File: src/rtl/shifter_pkg.sv
// Shared types and helpers for the round-robin shifter arbiter.
package shifter_pkg;

   typedef enum logic {EMPTY, FULL} arb_state_t;

   // Round-robin pointer advance: the slot after ptr, wrapping to 0 past nreq-1.
   function automatic int rr_next(input int ptr, input int nreq);
      return (ptr == nreq - 1) ? 0 : ptr + 1;
   endfunction

endpackage

File: src/rtl/param_left_shifter.sv
// Combinational left shifter: y = a << amt, truncated to W = 2**N bits, zero fill.
module param_left_shifter #(
   parameter int N = 2,
   localparam int W = 2**N
) (
   input  logic [W-1:0] a_i,
   input  logic [N-1:0] amt_i,
   output logic [W-1:0] y_o
);

   assign y_o = a_i << amt_i;

endmodule

File: src/rtl/shifter_rr_arbiter.sv
// Round-robin arbiter sharing one left shifter among NREQ requesters; the winner's
// result is registered together with its id behind a valid/ready output handshake.
module shifter_rr_arbiter
   import shifter_pkg::*;
#(
   parameter int N    = 2,
   parameter int NREQ = 4,
   localparam int W   = 2**N,
   localparam int IDW = (NREQ > 1) ? $clog2(NREQ) : 1
) (
   input  logic                     clk,
   input  logic                     reset,
   input  logic [NREQ-1:0]          req_valid,
   output logic [NREQ-1:0]          req_ready,
   input  logic [NREQ-1:0][W-1:0]   req_a,
   input  logic [NREQ-1:0][N-1:0]   req_amt,
   output logic                     res_valid,
   input  logic                     res_ready,
   output logic [W-1:0]             res_y,
   output logic [IDW-1:0]           res_id
);

   arb_state_t     state_q, state_d;
   logic [IDW-1:0] rr_ptr_q, rr_ptr_d;
   logic [W-1:0]   res_y_q, res_y_d;
   logic [IDW-1:0] res_id_q, res_id_d;

   logic           any_hi, any_lo;
   logic [IDW-1:0] hi_idx, lo_idx, grant_idx;
   logic           can_accept, grant;
   logic [W-1:0]   sel_a, shift_y;
   logic [N-1:0]   sel_amt;

   // Two-pass priority: first valid index at or above the pointer, else first below it.
   always_comb begin
      // NOTE: every always_comb output gets a default first, so no path leaves a latch.
      any_hi = 1'b0;
      any_lo = 1'b0;
      hi_idx = '0;
      lo_idx = '0;
      for (int i = 0; i < NREQ; i++) begin
         if (req_valid[i]) begin
            if (i >= int'(rr_ptr_q)) begin
               if (!any_hi) begin
                  any_hi = 1'b1;
                  hi_idx = IDW'(i);
               end
            end else if (!any_lo) begin
               any_lo = 1'b1;
               lo_idx = IDW'(i);
            end
         end
      end
      grant_idx = any_hi ? hi_idx : lo_idx;
   end

   // A full register that drains this cycle can be refilled in the same cycle.
   assign can_accept = !reset && ((state_q == EMPTY) || res_ready);
   assign grant      = can_accept && (|req_valid);

   always_comb begin
      sel_a     = '0;
      sel_amt   = '0;
      req_ready = '0;
      for (int i = 0; i < NREQ; i++) begin
         if (i == int'(grant_idx)) begin
            sel_a        = req_a[i];
            sel_amt      = req_amt[i];
            req_ready[i] = grant;
         end
      end
   end

   param_left_shifter #(.N(N)) u_shifter (
      .a_i   (sel_a),
      .amt_i (sel_amt),
      .y_o   (shift_y)
   );

   always_comb begin
      state_d  = state_q;
      rr_ptr_d = rr_ptr_q;
      res_y_d  = res_y_q;
      res_id_d = res_id_q;
      if (grant) begin
         state_d  = FULL;
         res_y_d  = shift_y;
         res_id_d = grant_idx;
         rr_ptr_d = IDW'(rr_next(int'(grant_idx), NREQ));
      end else if (state_q == FULL && res_ready) begin
         state_d = EMPTY;
      end
   end

   always_ff @(posedge clk or posedge reset) begin
      // NOTE: state registers use non-blocking assignments so every flop samples pre-edge values.
      if (reset) begin
         state_q  <= EMPTY;
         rr_ptr_q <= '0;
         res_y_q  <= '0;
         res_id_q <= '0;
      end else begin
         state_q  <= state_d;
         rr_ptr_q <= rr_ptr_d;
         res_y_q  <= res_y_d;
         res_id_q <= res_id_d;
      end
   end

   assign res_valid = (state_q == FULL);
   assign res_y     = res_y_q;
   assign res_id    = res_id_q;

endmodule

File: config.mk
export PLATFORM = sky130hd
export DESIGN_NAME = shifter_rr_arbiter
export DESIGN_NICKNAME = d
export VERILOG_FILES = /design/src/rtl/shifter_pkg.sv /design/src/rtl/param_left_shifter.sv /design/src/rtl/shifter_rr_arbiter.sv
export SDC_FILE = /design/constraint.sdc
export NUM_CORES = 1
export LEC_CHECK = 0
export CAP_MARGIN = 5
export CORE_MARGIN = 4
export CORE_UTILIZATION = 53
export CTS_CLUSTER_SIZE = 28
export DETAILED_ROUTE_END_ITERATION = 16
export DONT_BUFFER_PORTS = 1
export MAX_ROUTING_LAYER = met4
export PLACE_DENSITY = 0.69
export SLEW_MARGIN = 15
export SYNTH_ARGS = -nofsm -noshare
export SYNTH_HDL_FRONTEND = slang
export SYNTH_SLANG_ARGS = --single-unit
export TNS_END_PERCENT = 100
File: constraint.sdc
create_clock -name clk -period 3.3 [get_ports clk]
set_input_delay 0.33 -clock clk [delete_from_list [all_inputs] [get_ports clk]]
set_output_delay 0.33 -clock clk [all_outputs]
set_load 0.01 [all_outputs]
==> summary by stage <==
Critical path
The worst register-to-register path ends at res_y[3]. The kind of capture point of the worst setup path is a register. At the worst endpoint, the required time is 3420 ps. The worst register-to-register path has a setup slack of 720 ps. At the worst endpoint, the arrival time is 2700 ps. The worst-path maximum fanout is 7.

The worst register-to-register path begins at rr_ptr_q[0]. The startpoint type of the worst setup path is a register. The length in cells of the worst reg-to-reg path is 11. The critical path is of the register to register type.

Route
The total DRC errors in the routed layout is 0. Before antenna repair, the detailed router went through 4 iterations. Detailed routing placed a total of 680 um of wire on met2. The total detailed-routing wirelength is 1.64 mm. After detailed routing, the average wire length per cell comes to 14.9 um.

The final antenna-violating net count is 0. The met3 wirelength from detailed routing is 154 um. The highest layer touched by signal routing is met4. For this block, the initial DRC count from the detailed router was 14.

Summing over every cut layer, the via total after detailed routing is 689. The met1 wire length is 772 um. The number of vias per cell after detailed routing is 6.26.

Clocking
No sink is reached through more buffers than the 2 on the longest clock path. TritonCTS built the clock tree. The number of setup buffers added after CTS is 0. CTS built an H-tree with a depth of 1. The clock latency reported for the late side of the worst-skew pair is 250 ps. The number of clock buffers added by TritonCTS is 3. The root cell of the clock tree is clkbuf_4. The clock transition time at the flip-flop clock pins of the worst setup and hold paths is 50 ps. The number of clock sinks seen by CTS is 9.

Timing
Measured against its own limit, the worst slew margin works out to 64.2%. The maximum operating frequency is 387 MHz. Clock skew on the completed layout was measured at 0.703 ps.

The number of slew-limit violations in the final report was 0. The shortest clock period the worst path allows after layout is 2580 ps. The number of endpoints with negative hold slack in the final report is 0. After routing, the total negative slack on setup checks comes to 0 ps. The number of failing setup endpoints in the final timing report is 0. At the pin with the least slew margin, the transition time is 535 ps. The worst path uses 78.3% of the clock period. Setup repair after global routing left no endpoint under its margin.

Run
The max capacitance violation total is 0.

Synth
Sequential cells were found to cover 28.7% of the synthesized design area. The count of different cell masters after synthesis is 37. The library cell with the largest summed area after synthesis is dfrtp_1. The synthesized area divided by synthesized cell count is 8.44 um^2. The number of nets produced by synthesis is 128. The yosys synthesis warning count is 0. The synthesized design devotes to its leading area cell type 28.7% of total area.

The number of storage elements in the synthesis netlist is 9. Ranked by total cell area, the synthesized netlist is headed by dfrtp_1, nand2_1, ha_1, a21oi_1, inv_1. The post-synthesis cell count is 93. The total standard cell area after synthesis is 785 um^2.

Finish
The antenna cell count is 0. Summing all non-filler instances in the final layout gives an area of 812 um^2. The share of final-layout standard cells stronger than drive strength 1 is 12.6%. For this run, the number of standard cells in the final layout without fillers is 110.

The most common cell after layout, fill and taps aside is nand2_1. The final layout net count is 131. The number of fillers in the final layout is 134. The layout-stage area growth over the synthesis result is 3.51%. In the layout the commonest cells are nand2_1, inv_1, dfrtp_1. Measured on the finished design, the core utilization comes to 60.1%.

Place
The final weighted congestion of routability-driven global placement is 0.849. In this run the tool buffered the top-level ports with 0 buffer cells. The placed cell area is 776 um^2. The number of placed instances, taps included, is 105. Detailed placement ended at an HPWL of 1.36 mm.

Status
The run finished with clean final reports.

Global routing
The maximum number of pins on one net before global-route repair is 12. The global-route congestion overflow total is 0. The via count of the first global-routing pass is 667. The total track usage is 18.6%. The first-pass GRT wire length is 2.77 mm. The initial antenna violation count came to 0.

Min path
The path with the worst hold slack has its endpoint at res_valid. The count of cells along the worst hold path is 2. The worst hold path begins at res_ready. The tightest min-delay check is of the primary input to register type.

Die
The die outline area is 2160 um^2. The number of cell rows is 13. The initial utilization of the core area, before any placement, comes to 58.1%.

42 I/O pins were placed. The width of the chip is 46.5 um. The region available for standard cell placement spans 1350 um^2.

The floorplan die height is 46.5 um.

Power
The power consumption is 0.704 mW. The worst ir drop on vdd is 406 uV. Dividing total power by cell area gives a power density of 867 nW/um^2. Summed over all cells, the static leakage comes to 0.358 nW.
## logic make-up (layout without fill, tap and decap cells)
logic type                 count (synthesis)  count (layout)  synth area share (%)
muxes                                      3               3                  4.15
DFF                                        9               9                  28.7
adders and majority gates                  4               4                  6.38
and+or+nand+nor                           33              33                  22.3
AOI/OAI and AO/OA                         32              32                  30.6
buffers and inverters                     12              14                  7.81
## metal layers
metal / vias up / global-route usage (%)
met1: 306 / 26.1
met2: 38 / 23.4
li1: 341 / -
met3: 4 / 4.69
met4: 0 / 10.8
met5: - / -
## critical path, stage by stage, from the launching register on
cell and delay [ps]:
dfrtp_1 380, nor2b_1 70, a21oi_1 110, o22ai_1 90, a21oi_1 380, inv_1 120, ha_1 290, nor2_1 250
o211ai_1 200, nand2_1 170, mux2i_1 230, o221ai_1 150
## cell type report
class                   instances  area (um^2)  share of cell area [%]
clock buffers                   4         26.3                    3.24
inverters                       9         33.8                    4.16
multi-input cells              72          498                    61.3
flip-flops and latches          9          225                    27.7
well taps                      15         18.8                    2.31
repair buffers                  1         10.0                    1.23
## Yosys cell counts
library cell,number
o22a_1,2
o21ai_0,2
o31ai_1,1
buf_2,1
buf_6,2
nor4_1,1
a21boi_1,1
nand3b_1,1
ha_1,4
or3_1,1
mux2i_1,1
a22oi_2,1
o31ai_2,1
a21oi_1,8
a221oi_1,1
nor3b_1,1
nor2b_4,1
o221ai_1,1
a211oi_2,1
mux2_2,2
nor3_2,1
nand2_1,15
and2_2,1
a22oi_1,3
nor2b_1,2
a22o_1,1
a221o_1,1
a211oi_1,1
o22ai_1,5
and2_1,3
inv_1,9
o211ai_1,1
nand3_1,1
nor2_1,3
nand2b_1,2
dfrtp_1,9
a221oi_2,1
## metrics by stage
stage / setup slack, ps / hold slack (ps)
4_1_cts: 710 / 289
2_1_floorplan: 990 / 158
3_3_place_gp: 792 / 194
3_5_place_dp: 701 / 193
6_report: 716 / 293
5_1_grt: 415 / 303
## where the power goes
group          internal [mW]  total (mW)  switching [mW]
sequential             0.156       0.206          0.0498
combinational          0.182       0.419           0.237
clock                 0.0463      0.0796          0.0333
## worst max path at each step
stage	from	to	slack, ps	cells past startpoint
finish	rr_ptr_q[0]	res_y[3]	720	11
detailed placement	req_valid[0]	res_y[2]	700	11
global route	rr_ptr_q[0]	res_y[3]	410	11
CTS	rr_ptr_q[0]	res_y[2]	710	11
floorplan	req_valid[0]	res_y[2]	990	11
global placement	req_valid[0]	res_y[2]	790	11
## sequential cells by signal, summed over array words and instances (netlist names)
register   cells
rr_ptr_q       2
res_valid      1
res_y          4
res_id         2
## timing repair
action                    CTS  global route
hold buffers                1             0
hold endpoints to repair    9             0
gates resized for setup     0             0
(Power assumes the default switching activity.)
